**src/rtl/ps2_scancode_rx.sv**
```systemverilog
// PS/2 keyboard receiver: synchronizes the PS/2 clock and data lines, deframes 11-bit scancode frames
// with odd parity, and buffers good bytes in a small FIFO with a sticky overflow flag.
module ps2_scancode_rx #(
  parameter int FIFO_DEPTH     = 4,
  parameter int TIMEOUT_CYCLES = 100000
) (
  input  logic       clk,
  input  logic       reset,
  input  logic       ps2_clk,
  input  logic       ps2_data,
  input  logic       rd_req,
  input  logic       clr_status,
  output logic [7:0] rd_data,
  output logic       rd_valid,
  output logic       frame_err,
  output logic       overflow
);

  localparam int AW = $clog2(FIFO_DEPTH);
  localparam int TW = $clog2(TIMEOUT_CYCLES + 1);

  typedef enum logic [1:0] {S_IDLE, S_DATA, S_PARITY, S_STOP} state_t;

  logic          clk_s1_q, clk_s2_q, clk_hist_q;
  logic          data_s1_q, data_s2_q;
  logic          fall_tick;

  state_t        state_q, state_d;
  logic [7:0]    shift_q, shift_d;
  logic [2:0]    bit_cnt_q, bit_cnt_d;
  logic          parity_q, parity_d;
  logic [TW-1:0] tmo_q, tmo_d;
  logic          frame_err_q, frame_err_d;
  logic          push;

  logic [7:0]    mem_q [FIFO_DEPTH];
  logic [AW-1:0] wr_ptr_q, wr_ptr_d, rd_ptr_q, rd_ptr_d;
  logic [AW:0]   cnt_q, cnt_d;
  logic          overflow_q, overflow_d;
  logic          empty, full, pop, wr_en, ovf_set;

  // Synchronizers idle high so reset never manufactures a falling edge.
  always_ff @(posedge clk) begin
    if (reset) begin
      clk_s1_q   <= 1'b1;
      clk_s2_q   <= 1'b1;
      clk_hist_q <= 1'b1;
      data_s1_q  <= 1'b1;
      data_s2_q  <= 1'b1;
    end else begin
      clk_s1_q   <= ps2_clk;
      clk_s2_q   <= clk_s1_q;
      clk_hist_q <= clk_s2_q;
      data_s1_q  <= ps2_data;
      data_s2_q  <= data_s1_q;
    end
  end

  assign fall_tick = clk_hist_q & ~clk_s2_q;

  always_ff @(posedge clk) begin
    if (reset) begin
      state_q     <= S_IDLE;
      shift_q     <= '0;
      bit_cnt_q   <= '0;
      parity_q    <= 1'b0;
      tmo_q       <= '0;
      frame_err_q <= 1'b0;
    end else begin
      state_q     <= state_d;
      shift_q     <= shift_d;
      bit_cnt_q   <= bit_cnt_d;
      parity_q    <= parity_d;
      tmo_q       <= tmo_d;
      frame_err_q <= frame_err_d;
    end
  end

  always_comb begin
    state_d     = state_q;
    shift_d     = shift_q;
    bit_cnt_d   = bit_cnt_q;
    parity_d    = parity_q;
    frame_err_d = 1'b0;
    push        = 1'b0;
    if (state_q == S_IDLE || fall_tick) tmo_d = '0;
    else                                tmo_d = tmo_q + TW'(1);

    if (state_q != S_IDLE && !fall_tick && tmo_q == TW'(TIMEOUT_CYCLES - 1)) begin
      state_d     = S_IDLE;
      shift_d     = '0;
      bit_cnt_d   = '0;
      tmo_d       = '0;
      frame_err_d = 1'b1;
    end else if (fall_tick) begin
      unique case (state_q)
        S_IDLE: begin
          if (!data_s2_q) begin
            state_d   = S_DATA;
            bit_cnt_d = '0;
            shift_d   = '0;
          end
        end
        S_DATA: begin
          shift_d   = {data_s2_q, shift_q[7:1]};
          bit_cnt_d = bit_cnt_q + 3'd1;
          if (bit_cnt_q == 3'd7) state_d = S_PARITY;
        end
        S_PARITY: begin
          parity_d = data_s2_q;
          state_d  = S_STOP;
        end
        S_STOP: begin
          state_d = S_IDLE;
          if (data_s2_q && (^{shift_q, parity_q})) push = 1'b1;
          else                                     frame_err_d = 1'b1;
        end
        default: state_d = S_IDLE;
      endcase
    end
  end

  assign empty   = (cnt_q == '0);
  assign full    = (cnt_q == (AW+1)'(FIFO_DEPTH));
  assign pop     = rd_req & ~empty;
  // A full FIFO still accepts a byte when the head is popped in the same cycle.
  assign wr_en   = push & (~full | pop);
  assign ovf_set = push & full & ~pop;

  always_comb begin
    wr_ptr_d   = wr_ptr_q;
    rd_ptr_d   = rd_ptr_q;
    cnt_d      = cnt_q;
    overflow_d = overflow_q;
    if (wr_en) wr_ptr_d = wr_ptr_q + AW'(1);
    if (pop)   rd_ptr_d = rd_ptr_q + AW'(1);
    if (wr_en && !pop)      cnt_d = cnt_q + (AW+1)'(1);
    else if (!wr_en && pop) cnt_d = cnt_q - (AW+1)'(1);
    if (ovf_set)         overflow_d = 1'b1;
    else if (clr_status) overflow_d = 1'b0;
  end

  always_ff @(posedge clk) begin
    if (reset) begin
      wr_ptr_q   <= '0;
      rd_ptr_q   <= '0;
      cnt_q      <= '0;
      overflow_q <= 1'b0;
    end else begin
      wr_ptr_q   <= wr_ptr_d;
      rd_ptr_q   <= rd_ptr_d;
      cnt_q      <= cnt_d;
      overflow_q <= overflow_d;
    end
  end

  always_ff @(posedge clk) begin
    if (wr_en) mem_q[wr_ptr_q] <= shift_q;
  end

  assign rd_data   = empty ? 8'h00 : mem_q[rd_ptr_q];
  assign rd_valid  = ~empty;
  assign frame_err = frame_err_q;
  assign overflow  = overflow_q;

endmodule

```
**config.mk**
```make
export PLATFORM = sky130hd
export DESIGN_NAME = ps2_scancode_rx
export DESIGN_NICKNAME = d
export VERILOG_FILES = /design/src/rtl/ps2_scancode_rx.sv
export SDC_FILE = /design/constraint.sdc
export NUM_CORES = 1
export LEC_CHECK = 0
export ABC_AREA = 0
export CAP_MARGIN = 20
export CORE_MARGIN = 2
export CORE_UTILIZATION = 28
export DETAILED_ROUTE_END_ITERATION = 6
export SETUP_SLACK_MARGIN = 0.1
export SLEW_MARGIN = 40
export SYNTH_ARGS = -nofsm -noshare
export SYNTH_HDL_FRONTEND = slang
export SYNTH_SLANG_ARGS = --single-unit
```
**constraint.sdc**
```tcl
create_clock -name clk -period 3.9 [get_ports clk]
set_input_delay 0.39 -clock clk [delete_from_list [all_inputs] [get_ports clk]]
set_output_delay 0.39 -clock clk [all_outputs]
set_load 0.01 [all_outputs]
```
==> reports/qor.yml <==
setup_path:
  cp_slowest_stage_delay_ps: 490
  crit_type: "flip-flop to flip-flop"
  r2r-end: "cnt_q[2]$_SDFFE_PP0P_"
  path_cells: "xnor3_1 > or3b_1 > mux2i_4 > ha_1 > inv_1 > fa_1 > xor2_1 > or3_1 > a21oi_1"
  end_kind: "flip-flop"
  cp.arrival_ps: 3190
  cp-start-kind: "flip-flop"
  slowest_stage: "xnor3_1"
  rr_worst_depth: 9
  r2r-start: "shift_q[4]$_SDFFE_PP0P_"
  worst-path-max-fanout: 7
  r2r_slack_ps: 970
  cp.required_ps: 4150
  cp_num_buf_inv: 1
  crit_family: "simple AND/OR/NAND/NOR gates"
hold_path:
  hold_path_end: "data_s2_q$_SDFF_PP1_"
  worstHoldStart: "data_s1_q$_SDFF_PP1_"
  worst_hold_path_type: "flip-flop to flip-flop"
  min_path_cells: 1
sta:
  slew_headroom: 0.5004
  post-route-min-period_ps: 2932
  worst_pin_slew_ps: 747.0
  report.final.slew_viol_count: 0
  setup_viol: 0
  min_period_over_period: 0.7518
  setup_tns_ps: 0
  clock_skew_ps: 7.133
  rsz0062_at_grt: "false"
  max_freq_ghz: 0.3411
  hold_viol: 0
detailed_routing:
  routedWlPerCell_microns: 12.18
  drt_first_pass_iters: 4
  wl_microns: 5384
  drtIter0Drc: 76
  remaining_drc_errors: 0
  viasPerCell: 4.482
  drtAntennaViolNets: 0
  num_vias: 1981
logic_synthesis:
  ys_seq_area_frac: 0.5657
  synth_ff_type: "dfxtp_1"
  synth_most_common_cell: "dfxtp_1"
  yosysTopAreaCell: "edfxtp_1"
  synth_edf_count: 32
  yosysWarnings: 0
  synth.distinct_cells: 44
  synth_area_sq_um: 3362
  ys_ff_latch: 79
  yosys-top-cells-count: "dfxtp_1 (47), nor2_1 (36), edfxtp_1 (32), xor2_1 (17), ha_1 (12)"
  syn_area_per_cell_sq_um: 12.23
  synth_nets: 294
  async_flop_share: 0
  postSynthCellCount: 275
  yosysTopAreaCellShare: 0.2858
  synth_area_leaders: "edfxtp_1 (29%), dfxtp_1 (28%), mux4_2 (5.4%)"
final_layout:
  final_cells: 442
  fillers: 1150
  drive_gt1_frac: 0.1322
  regArea_sq_um: 1902
  n_antenna_cell: 0
  multi_input_area_sq_um: 1386
  layout.nets: 309
  syn2layout_area_growth_pct: 18.50
pwr:
  power_leakage_uw: 0.001384
  power_switching_uw: 476.2
  pwr-share-seq: 0.429
  switching_share: 0.2263
  power_density_nw_per_um2: 528.2
  power_frac_clock: 0.430
  ir_worst_vdd_mv: 0.1878
  comb_power_share: 0.141
  p_int_uw: 1628
placement:
  place_inst: 426
  gp_congestion: 0.7188
  dp_hpwl_microns: 3698
  portBuffers: 16
die:
  die_area_sq_um: 12900
  ios: 17
  die_w_microns: 113.6
  die_height_microns: 113.6
  start_util: 0.2834
  core-area_sq_um: 11860
  rows: 40
global_routing:
  grt_usage: 0.09089
  first_global_vias: 1966
  grt_antenna_before_repair: 0
  grt_max_degree: 22
  overflow: 0
  grt_pass1_wl_microns: 9142
job:
  drv_cap: 0
clock_network:
  htreeDepth: 3
  postCtsSetupRepairBufs: 0
  holdBufCountCts: 0
  cts_tree: "built"
  clk_pin_slew_ps: 60
  cts_resized: 0
  numCtsBuffers: 9
  clock_latency_ps: 330
  clock-sinks: 79
  cts_root_buffer: "clkbuf_16"
  clock_path_buffers: 2
outcome:
  outcome: "finished clean"
-- metrics by stage --
step | cell area [sq um] | worst slack [ps] | total power, uW | utilization | hold slack (ps)
after floorplan | 3362 | 1180 | 1089 | - | 389.5
after global placement | 3651 | 897.9 | 1217 | 0.3078 | 401.5
after detailed placement | 3651 | 842.5 | 1223 | 0.3078 | 406.9
after CTS | 3980 | 978.0 | 2131 | 0.3355 | 420.1
after global routing | 3984 | 789.5 | 2199 | 0.3359 | 432.5
final | 3984 | 967.9 | 2104 | 0.3359 | 414.9
-- state kept, by name, summed over array words and instances (netlist names), 2 cells and up, named ones only --
name       count
bit_cnt_q      3
cnt_q          3
mem_q         32
rd_ptr_q       2
shift_q        8
state_q        2
tmo_q         17
wr_ptr_q       2
-- worst max path at each step --
| stage | startpoint | endpoint | cells after the start |
|---|---|---|---|
| after floorplan | shift_q[4]$_SDFFE_PP0P_ | cnt_q[2]$_SDFFE_PP0P_ | 9 |
| after global placement | rd_req | cnt_q[2]$_SDFFE_PP0P_ | 10 |
| after detailed placement | rd_req | cnt_q[2]$_SDFFE_PP0P_ | 10 |
| after CTS | shift_q[4]$_SDFFE_PP0P_ | cnt_q[2]$_SDFFE_PP0P_ | 9 |
| after global routing | shift_q[4]$_SDFFE_PP0P_ | cnt_q[2]$_SDFFE_PP0P_ | 9 |
| final | shift_q[4]$_SDFFE_PP0P_ | cnt_q[2]$_SDFFE_PP0P_ | 9 |
-- final cells by class --
type	count	share of cell area
repair buffers	16	0.04020
clock buffers	10	0.05999
flip-flops and latches	79	0.4774
clock inverters	6	0.02261
well taps	147	0.04617
multi-input cells	178	0.3480
inverters	6	0.005653
-- placed cells by master (no fill, tap or decap), types with 8 or more instances in the layout --
| master | instances |
|---|---|
| a22oi_1 | 10 |
| xor2_1 | 17 |
| dfxtp_1 | 47 |
| and2_1 | 10 |
| nand3_1 | 9 |
| mux4_2 | 8 |
| nor2_1 | 36 |
| clkdlybuf4s50_1 | 16 |
| nand2_1 | 8 |
| ha_1 | 12 |
| clkbuf_16 | 9 |
| edfxtp_1 | 32 |
-- power by group through the flow --
stage | sequential, uW | clock [uW] | combinational [uW]
3_5_place_dp | 922 | 0 | 301
4_1_cts | 905 | 924 | 302
5_1_grt | 909 | 961 | 328
6_report | 903 | 904 | 297
3_3_place_gp | 922 | 0 | 295
2_1_floorplan | 904 | 0 | 185
-- layer usage --
metal	track usage	vias to the layer above	routed length [microns]
met5	0	-	0
met4	0.03171	0	89
met3	0.03348	12	186
met2	0.1509	22	2544
met1	0.1091	940	2563
li1	-	1007	-
-- kinds of logic (layout without fill, tap and decap cells) --
group / after synthesis / after routing / share of synthesized area
simple gates: 102 / 102 / 0.1623
mux: 15 / 15 / 0.07964
flops: 79 / 79 / 0.5657
xor+xnor: 22 / 22 / 0.06587
buf+inv: 18 / 38 / 0.02307
fa+ha+maj: 13 / 13 / 0.05061
compound gates: 26 / 26 / 0.05285
No activity file was read; power rests on OpenSTA's default activity.
